--- src/rtl/alu_sequencer_if.sv ---
// Handshake, operand/result and full-adder cell signals for alu_sequencer.
// The master side is the switch/key logic together with the external adder cell.
interface alu_sequencer_if #(parameter int N = 4);
  logic           start;
  logic [2:0]     op;
  logic [N-1:0]   data_a;
  logic [N-1:0]   data_b;
  logic           fa_a;
  logic           fa_b;
  logic           fa_ci;
  logic           fa_s;
  logic           fa_co;
  logic           busy;
  logic           done;
  logic [2*N-1:0] result;

  modport master (
    output start, op, data_a, data_b, fa_s, fa_co,
    input  fa_a, fa_b, fa_ci, busy, done, result
  );

  modport slave (
    input  start, op, data_a, data_b, fa_s, fa_co,
    output fa_a, fa_b, fa_ci, busy, done, result
  );
endinterface

--- src/rtl/alu_sequencer.sv ---
// Multi-cycle ALU controller: bit-serial add through an external full-adder cell,
// single-cycle logic/concat/accumulate ops, and ownership of the result register.
module alu_sequencer #(
  parameter int N = 4
) (
  input logic            clock,
  input logic            resetn,
  alu_sequencer_if.slave bus
);
  localparam int IW = (N > 1) ? $clog2(N) : 1;

  localparam logic [2:0] OP_ADD      = 3'b000;
  localparam logic [2:0] OP_NAND_NOR = 3'b001;
  localparam logic [2:0] OP_CONCAT   = 3'b010;
  localparam logic [2:0] OP_XOR_XNOR = 3'b011;
  localparam logic [2:0] OP_ACCUM    = 3'b100;

  typedef enum logic [1:0] {
    IDLE = 2'd0,
    EXEC = 2'd1,
    DONE = 2'd2
  } state_t;

  state_t         state_reg,  state_next;
  logic [N-1:0]   a_reg,      a_next;
  logic [N-1:0]   b_reg,      b_next;
  logic [2:0]     op_reg,     op_next;
  logic [IW-1:0]  idx_reg,    idx_next;
  logic           carry_reg,  carry_next;
  logic [N-1:0]   sum_reg,    sum_next;
  logic [2*N-1:0] result_reg, result_next;

  logic           add_active;
  logic [N-1:0]   sum_merge;

  assign add_active = (state_reg == EXEC) && (op_reg == OP_ADD);

  // Shadow sum with the current cell output folded in, so the final bit lands in result directly.
  generate
    for (genvar gi = 0; gi < N; gi++) begin : g_sum_merge
      assign sum_merge[gi] = (idx_reg == IW'(gi)) ? bus.fa_s : sum_reg[gi];
    end
  endgenerate

  assign bus.fa_a   = add_active & a_reg[idx_reg];
  assign bus.fa_b   = add_active & b_reg[idx_reg];
  assign bus.fa_ci  = add_active & carry_reg;
  assign bus.busy   = (state_reg != IDLE);
  assign bus.done   = (state_reg == DONE);
  assign bus.result = result_reg;

  always_ff @(posedge clock or negedge resetn) begin
    if (!resetn) begin
      state_reg  <= IDLE;
      a_reg      <= '0;
      b_reg      <= '0;
      op_reg     <= '0;
      idx_reg    <= '0;
      carry_reg  <= 1'b0;
      sum_reg    <= '0;
      result_reg <= '0;
    end else begin
      state_reg  <= state_next;
      a_reg      <= a_next;
      b_reg      <= b_next;
      op_reg     <= op_next;
      idx_reg    <= idx_next;
      carry_reg  <= carry_next;
      sum_reg    <= sum_next;
      result_reg <= result_next;
    end
  end

  always_comb begin
    state_next  = state_reg;
    a_next      = a_reg;
    b_next      = b_reg;
    op_next     = op_reg;
    idx_next    = idx_reg;
    carry_next  = carry_reg;
    sum_next    = sum_reg;
    result_next = result_reg;

    case (state_reg)
      IDLE: begin
        if (bus.start) begin
          a_next     = bus.data_a;
          b_next     = bus.data_b;
          op_next    = bus.op;
          idx_next   = '0;
          carry_next = 1'b0;
          sum_next   = '0;
          state_next = EXEC;
        end
      end

      EXEC: begin
        if (op_reg == OP_ADD) begin
          sum_next   = sum_merge;
          carry_next = bus.fa_co;
          if (idx_reg == IW'(N - 1)) begin
            result_next = (2*N)'({bus.fa_co, sum_merge});
            state_next  = DONE;
          end else begin
            idx_next = idx_reg + IW'(1);
          end
        end else begin
          state_next = DONE;
          case (op_reg)
            OP_NAND_NOR: result_next = {~(a_reg & b_reg), ~(a_reg | b_reg)};
            OP_CONCAT:   result_next = {a_reg, b_reg};
            OP_XOR_XNOR: result_next = {a_reg ^ b_reg, a_reg ~^ b_reg};
            OP_ACCUM:    result_next = result_reg + {a_reg, b_reg};
            default:     result_next = '0;
          endcase
        end
      end

      DONE: begin
        state_next = IDLE;
      end

      default: begin
        state_next = IDLE;
      end
    endcase
  end
endmodule

--- src/flat_wrapper.sv ---
// flat-port wrapper written by rule: the top's interface ports become plain ports
module alu_sequencer_flat 
#(
  parameter int N = 4
)
  (clock, resetn, bus_start, bus_op, bus_data_a, bus_data_b, bus_fa_s, bus_fa_co, bus_fa_a, bus_fa_b, bus_fa_ci, bus_busy, bus_done, bus_result);
  alu_sequencer_if #(.N(N)) bus_i ();
  input logic clock;
  input logic resetn;
  input wire logic [$bits(bus_i.start)-1:0] bus_start;
  input wire logic [$bits(bus_i.op)-1:0] bus_op;
  input wire logic [$bits(bus_i.data_a)-1:0] bus_data_a;
  input wire logic [$bits(bus_i.data_b)-1:0] bus_data_b;
  input wire logic [$bits(bus_i.fa_s)-1:0] bus_fa_s;
  input wire logic [$bits(bus_i.fa_co)-1:0] bus_fa_co;
  output wire logic [$bits(bus_i.fa_a)-1:0] bus_fa_a;
  output wire logic [$bits(bus_i.fa_b)-1:0] bus_fa_b;
  output wire logic [$bits(bus_i.fa_ci)-1:0] bus_fa_ci;
  output wire logic [$bits(bus_i.busy)-1:0] bus_busy;
  output wire logic [$bits(bus_i.done)-1:0] bus_done;
  output wire logic [$bits(bus_i.result)-1:0] bus_result;
  assign bus_i.start = bus_start;
  assign bus_i.op = bus_op;
  assign bus_i.data_a = bus_data_a;
  assign bus_i.data_b = bus_data_b;
  assign bus_i.fa_s = bus_fa_s;
  assign bus_i.fa_co = bus_fa_co;
  assign bus_fa_a = bus_i.fa_a;
  assign bus_fa_b = bus_i.fa_b;
  assign bus_fa_ci = bus_i.fa_ci;
  assign bus_busy = bus_i.busy;
  assign bus_done = bus_i.done;
  assign bus_result = bus_i.result;
  alu_sequencer #(.N(N)) u_core (.clock(clock), .resetn(resetn), .bus(bus_i));
endmodule
--- config.mk ---
export PLATFORM = sky130hd
export DESIGN_NAME = alu_sequencer_flat
export DESIGN_NICKNAME = d
export VERILOG_FILES = /design/src/rtl/alu_sequencer_if.sv /design/src/rtl/alu_sequencer.sv /design/src/flat_wrapper.sv
export SDC_FILE = /design/constraint.sdc
export NUM_CORES = 1
export LEC_CHECK = 0
export BUFFER_PORTS_ARGS = -buffer_cell sky130_fd_sc_hd__buf_2
export CORE_MARGIN = 10
export CORE_UTILIZATION = 40
export CTS_CLUSTER_SIZE = 10
export DETAILED_ROUTE_END_ITERATION = 12
export RECOVER_POWER = 100
export SLEW_MARGIN = 5
export SYNTH_ARGS = -nofsm -noshare
export SYNTH_HDL_FRONTEND = slang
export SYNTH_SLANG_ARGS = --single-unit
--- constraint.sdc ---
create_clock -name clock -period 1.9 [get_ports clock]
set_input_delay 0.19 -clock clock [delete_from_list [all_inputs] [get_ports clock]]
set_output_delay 0.19 -clock clock [all_outputs]
set_load 0.02 [all_outputs]
==> results of run 1 <==
==> worst min-delay path, delay by kind of cell <==
kind	cells	cell delay, ns
and+or+nand+nor	2	0.08
buffers and inverters	1	0.07
==> stage by stage <==
step,instances,cell area (µm²),hold slack (ns)
after floorplan,213,2018,-0.1056
after global placement,316,2328,0.2628
after detailed placement,316,2328,0.2605
after CTS,323,2425,0.09317
after global routing,324,2485,0.09305
final,324,2485,0.09170
==> cells by family (layout without fill, tap and decap cells) <==
group | Yosys count | count (layout) | share of synthesized area [%]
AND/OR/NAND/NOR | 60 | 60 | 14.02
buffers and inverters | 26 | 70 | 5.358
adder cells (fa/ha/maj) | 20 | 20 | 12.84
XOR/XNOR | 3 | 3 | 1.309
AO/OA/AOI/OAI | 60 | 60 | 20.19
flip-flops | 28 | 28 | 34.89
multiplexers | 16 | 16 | 11.40
==> final timing paths <==
kind	start	endpoint	slack, ns	depth (start not counted)
max	u_core.b_reg[3]	bus_fa_b	0.04	4
min	bus_op[1]	u_core.op_reg[1]	0.09	3
max reg2reg	u_core.idx_reg[0]	u_core.bus.result[3]	0.07	6
min reg2reg	u_core.sum_reg[0]	u_core.sum_reg[0]	0.51	1
max in group asynchronous	resetn	u_core.bus.result[0]	0.92	2
min in group asynchronous	resetn	u_core.idx_reg[0]	0.48	2
==> power by group through the flow <==
stage | sequential, W | combinational (W) | clock (W)
5_1_grt | 0.00125 | 0.00322 | 0.000522
3_3_place_gp | 0.00119 | 0.00274 | 0
4_1_cts | 0.00118 | 0.00281 | 0.000494
2_1_floorplan | 0.00118 | 0.00191 | 0
3_5_place_dp | 0.00119 | 0.00276 | 0
6_report | 0.00120 | 0.00288 | 0.000491
==> area by class of cell <==
type	count	area, µm²
Fill cell	448	2301
Timing Repair Buffer	47	280.3
Multi-Input combinational cell	159	1271
Clock buffer	3	41.29
Tap cell	67	83.83
Clock inverter	1	30.03
Inverter	19	73.82
Sequential cell	28	704.4
==> layer usage <==
| layer | vias up | GRT usage [%] |
|---|---|---|
| met3 | 2 | 2.328 |
| met5 | - | 0 |
| met4 | 0 | 2.872 |
| li1 | 850 | - |
| met1 | 801 | 16.67 |
| met2 | 37 | 18.09 |
==> repair_timing <==
item	4_1_cts	5_1_grt
setup endpoints to repair	1	7
pin swaps	0	8
gates resized for setup	0	15
hold endpoints to repair	28	0
setup buffers	2	1
hold buffers	1	0
==> cells in the final DEF (no fill, tap or decap), types with 3 or more instances in the layout <==
| cell type | instances |
|---|---|
| a21o_1 | 4 |
| dfrtp_1 | 25 |
| a22oi_1 | 3 |
| buf_2 | 16 |
| a32o_1 | 4 |
| clkbuf_8 | 3 |
| nor2_1 | 9 |
| nor2b_1 | 6 |
| ha_1 | 16 |
| nand3_1 | 5 |
| inv_1 | 18 |
| buf_4 | 15 |
| mux4_2 | 5 |
| ha_4 | 3 |
| mux2i_1 | 6 |
| a21oi_1 | 4 |
| o21ai_1 | 3 |
| mux2_2 | 4 |
| nand2_1 | 30 |
| clkbuf_1 | 10 |
| dfrtp_2 | 3 |
| o21ai_0 | 25 |
==> reports/results.ini, run 1 <==
[global_route]
grt_remaining_overflow = 0
grt_max_degree = 29
track_usage_pct = 11.87
antenna_found_initial = 0
grt_pass1_wl_mm = 8.169
first_global_vias = 1699

[final_layout]
antenna_cells = 0
finalCoreUtilization_pct = 51.92
final_layout_size_suffix_gt1_share_pct = 26.07
largest_reg_flops = 8
final_net_count = 294
syn_to_final_growth_pct = 23.74

[logic_synthesis]
syn-num-nets = 249
synth_edf_count = 0
synthArstFlopShare_pct = 100.0
ys_ff_latch = 28
synth_area_leader_cell = dfrtp_1
netlist_top_cells_area = dfrtp_1 35%, ha_1 12%, o21ai_0 6.2%
seq_area_frac_synth_pct = 34.89
syn_area_um2 = 2008
yosys.area.top_type_share_pct = 34.89
synthTopCellsByCount = 30 x nand2_1, 28 x dfrtp_1, 25 x o21ai_0, 19 x ha_1, 18 x inv_1
syn_avg_cell_area_um2 = 9.428
synth_cells = 213
yosys_most_used_dff = dfrtp_1
synth_most_common_cell = nand2_1
synth.distinct_cells = 43
ys_warn_count = 0

[pwr]
seqPwrFrac_pct = 26.3
peakVddDrop_mv = 0.8111
p_leak_nw = 1.170
p_sw_w = 0.002086
power_frac_clock_pct = 10.7
switching_share_pct = 45.63
pwr-share-comb_pct = 63.0
power_density_nw_per_um2 = 1840
p_int_w = 0.002486
fin_total_pwr_w = 0.004573

[place]
gp_congestion = 0.8422
hpwlAfterDp_mm = 3.897
place_ws_ns = 0.02190
io_buffers = 28

[detailed_routing]
drc = 0
wl_met2_mm = 2.238
num_vias = 1690
drt-initial-drc-count = 136
drtPass1Iterations = 4
routed.top_layer = met4
wl_met1_mm = 2.573
wirelength_mm = 5.048
via_per_inst = 5.216
ant_nets = 0
routed-wl-met3_um = 215
post_drt_wl_per_cell_um = 15.58

[flow_run]
drv_cap = 0

[timing]
finalSetupTns_ns = 0
worst_slack_ns = 0.03981
finalHoldViolCount = 0
rsz0062_at_grt = true
setup_violations = 0
slew_headroom_pct = 46.20
worst_slew_pin_slew_ns = 0.8066
maxSlewViolCount = 0
post-route-period-util_pct = 97.90
post-route-min-period_ns = 1.860
fmax_mhz = 537.6
finalClockSkew_ns = 0.002596

[die]
die-area_um2 = 8255
fp.dieW_um = 90.86
rows = 25
io_pins = 29
fp.dieH_um = 90.86
core-area_um2 = 4786
initial_core_util_pct = 41.96

[critical_path]
cp_common_cell = buf_4
crit_type = flop to output pin
crit_family = multiplexers
cp_max_fo = 4
crit_path_top_delay_cell = mux4_2
crit_path_cell_trace = buf_4 -> mux4_2 -> and3_4 -> buf_4
cp-end-kind = output pin
critPathMaxStageDelay_ns = 0.46
critPathArrivalTime_ns = 1.67
crit_buf_inv = 2
start_kind = flop
worstPathRequired_ns = 1.71

[clock_tree]
clkTransAtPathRegs_ns = 0.11
htree_num_levels = 1
clock_latency_ns = 0.28
cts.sinks = 28
cts_tree = built
root_buffer = clkbuf_8
cts-buffers-inserted = 3
clockBufferDepth = 2

[hold_path]
hold_class = primary input to flop

[outcome]
outcome = complete, no violations

No activity file was read; power rests on OpenSTA's default activity.
==> run 2: changes to the inputs <==
PLACE_DENSITY = 0.67   (was default)
==> run 2 against run 1 <==
Effect of this change: count of clock-buffer cells in the layout stayed put; setup slack better by 0.0070 ns; maximum frequency is 0.38% higher; first-iteration DRC count is 21% lower; critical path type unchanged.
==> reports/results.ini, run 2 (synthesis gave the netlist of run 1 again) <==
[outcome]
outcome = complete, no violations  ; unchanged

[place]
place_area_um2 = 2321  ; was 2328 µm²
io_buffers = 28  ; unchanged
gp_congestion = 0.8656  ; was 0.8422
hpwlAfterDp_mm = 3.871  ; was 3.897 mm
dp.cells = 316  ; unchanged

[detailed_routing]
drtPass1Iterations = 4  ; unchanged
wirelength_mm = 5.247  ; was 5.048 mm
drc = 0  ; unchanged
num_vias = 1760  ; was 1690
post_drt_wl_per_cell_um = 16.14  ; was 15.58 µm
via_per_inst = 5.415  ; was 5.216
ant_nets = 0  ; unchanged
drt-initial-drc-count = 107  ; was 136

[pwr]
power_frac_clock_pct = 10.3  ; was 10.7%
peakVddDrop_mv = 0.7586  ; was 0.8111 mV
pwr-share-comb_pct = 64.6  ; was 63.0%
p_sw_w = 0.002180  ; was 0.002086 W
fin_total_pwr_w = 0.004745  ; was 0.004573 W
switching_share_pct = 45.95  ; was 45.63%
seqPwrFrac_pct = 25.1  ; was 26.3%
power_density_nw_per_um2 = 1892  ; was 1840 nW/µm²
p_leak_nw = 1.191  ; was 1.170 nW
p_int_w = 0.002565  ; was 0.002486 W

[final_layout]
antenna_cells = 0  ; unchanged
final_net_count = 295  ; was 294
stdcell_area_um2 = 2507  ; was 2485 µm²
seq_area_um2 = 703.2  ; was 704.4 µm²
final_common_cell = nand2_1  ; unchanged
final_cells = 325  ; was 324
final_layout_size_suffix_gt1_share_pct = 27.52  ; was 26.07%
final_cell_mix = 30 x nand2_1, 26 x dfrtp_1, 24 x o21ai_0, 17 x buf_2, 16 x ha_1  ; was 30 x nand2_1, 25 x o21ai_0, 25 x dfrtp_1, 18 x inv_1
multiInputGateArea_um2 = 1281  ; was 1271 µm²
fillCellCount = 431  ; was 448
largest_reg_flops = 8  ; unchanged
syn_to_final_growth_pct = 24.86  ; was 23.74%

[die]
io_pins = 29  ; unchanged
fp.dieW_um = 90.86  ; unchanged
die-area_um2 = 8255  ; unchanged
rows = 25  ; unchanged
initial_core_util_pct = 41.96  ; unchanged
fp.dieH_um = 90.86  ; unchanged
core-area_um2 = 4786  ; unchanged

[timing]
fmax_mhz = 539.6  ; was 537.6 MHz
worst_slew_pin_slew_ns = 0.7179  ; was 0.8066 ns
post-route-min-period_ns = 1.853  ; was 1.860 ns
finalClockSkew_ns = 0.002235  ; was 0.002596 ns
whs_ns = 0.09124  ; was 0.09170 ns
setup_violations = 0  ; unchanged
slew_headroom_pct = 52.14  ; was 46.20%
finalSetupTns_ns = 0  ; unchanged
maxSlewViolCount = 0  ; unchanged
post-route-period-util_pct = 97.54  ; was 97.90%
finalHoldViolCount = 0  ; unchanged
rsz0062_at_grt = true  ; unchanged

[critical_path]
critPathArrivalTime_ns = 1.66  ; was 1.67 ns
crit_buf_inv = 2  ; unchanged
cp_common_cell = buf_6  ; was buf_4
cp-end-kind = output pin  ; unchanged
crit_cells = 4  ; unchanged
ff2ff_path_depth = 7  ; was 6
crit_family = flip-flops  ; was multiplexers
critPathMaxStageDelay_ns = 0.47  ; was 0.46 ns
crit_type = flop to output pin  ; unchanged
crit_path_top_delay_cell = dfrtp_2  ; was mux4_2
worstPathRequired_ns = 1.71  ; about the same
crit_path_cell_trace = buf_6 -> mux4_2 -> and3_4 -> buf_6  ; was buf_4 -> mux4_2 -> and3_4 -> buf_4
start_kind = flop  ; unchanged
cp_max_fo = 4  ; unchanged

[global_route]
grt_max_degree = 29  ; unchanged
grt_remaining_overflow = 0  ; unchanged
track_usage_pct = 12.59  ; was 11.87%
antenna_found_initial = 0  ; unchanged
first_global_vias = 1773  ; was 1699
grt_pass1_wl_mm = 8.611  ; was 8.169 mm

[clock_tree]
htree_num_levels = 1  ; unchanged
clkTransAtPathRegs_ns = 0.10  ; was 0.11 ns
root_buffer = clkbuf_8  ; unchanged
cts-buffers-inserted = 3  ; unchanged
cts_tree = built  ; unchanged
clock_latency_ns = 0.28  ; about the same
cts.sinks = 28  ; unchanged
clockBufferDepth = 2  ; unchanged

[hold_path]
hold_class = primary input to flop  ; unchanged
hold_depth = 3  ; unchanged

[flow_run]
drv_cap = 0  ; unchanged

run 2: layout make-up:
cell class              instances  share of cell area [%]
repair buffers                 48                   11.73
clock buffers                   3                   1.647
well taps                      67                   3.343
flip-flops and latches         28                   28.04
inverters                      19                   2.944
clock inverters                 1                   1.198
multi-input cells             159                   51.10
run 2: worst min-delay path, delay by kind of cell:
family                 cells  cell delay (ns)
buffers and inverters      1             0.07
AND/OR/NAND/NOR            2             0.09
run 2: path summary, 6_finish.rpt:
check	startpoint	end	slack (ns)
setup / recovery	u_core.b_reg[1]	bus_fa_b	0.05
hold / removal	bus_op[2]	u_core.op_reg[2]	0.09
setup reg to reg	u_core.bus.result[0]	u_core.bus.result[2]	0.06
hold reg to reg	u_core.sum_reg[2]	u_core.sum_reg[2]	0.51
max in group asynchronous	resetn	u_core.b_reg[1]	0.92
min in group asynchronous	resetn	u_core.idx_reg[0]	0.48
run 2: what timing repair did:
item,CTS,global route
buffers inserted,1,3
endpoints found under the hold margin,28,0
pin swaps,0,11
hold buffers,1,0
endpoints found under the setup margin,1,7
resized for setup,3,26
run 2: layer usage:
| metal | up-vias | part of all wire [%] | global-route usage, % |
|---|---|---|---|
| met3 | 4 | 4.5 | 1.579 |
| met1 | 851 | 47 | 16.14 |
| met4 | 0 | 1.1 | 4.308 |
| met5 | - | 0 | 0 |
| met2 | 51 | 47 | 21.15 |
| li1 | 854 | - | - |
run 2: power groups by stage:
| stage | Sequential (W) | Clock [W] | Combinational (W) |
|---|---|---|---|
| 2_1_floorplan | 0.00118 | 0 | 0.00191 |
| 3_3_place_gp | 0.00115 | 0 | 0.00272 |
| 3_5_place_dp | 0.00116 | 0 | 0.00277 |
| 4_1_cts | 0.00114 | 0.000497 | 0.00281 |
| 5_1_grt | 0.00123 | 0.000516 | 0.00345 |
| 6_report | 0.00119 | 0.000489 | 0.00306 |
run 2: through the flow:
step	util [%]	worst slack, ns
after floorplan	-	0.0002111
after global placement	48.50	0.06203
after detailed placement	48.50	0.01782
after CTS	50.54	0.01114
after global routing	52.39	-0.05866
final	52.39	0.04682
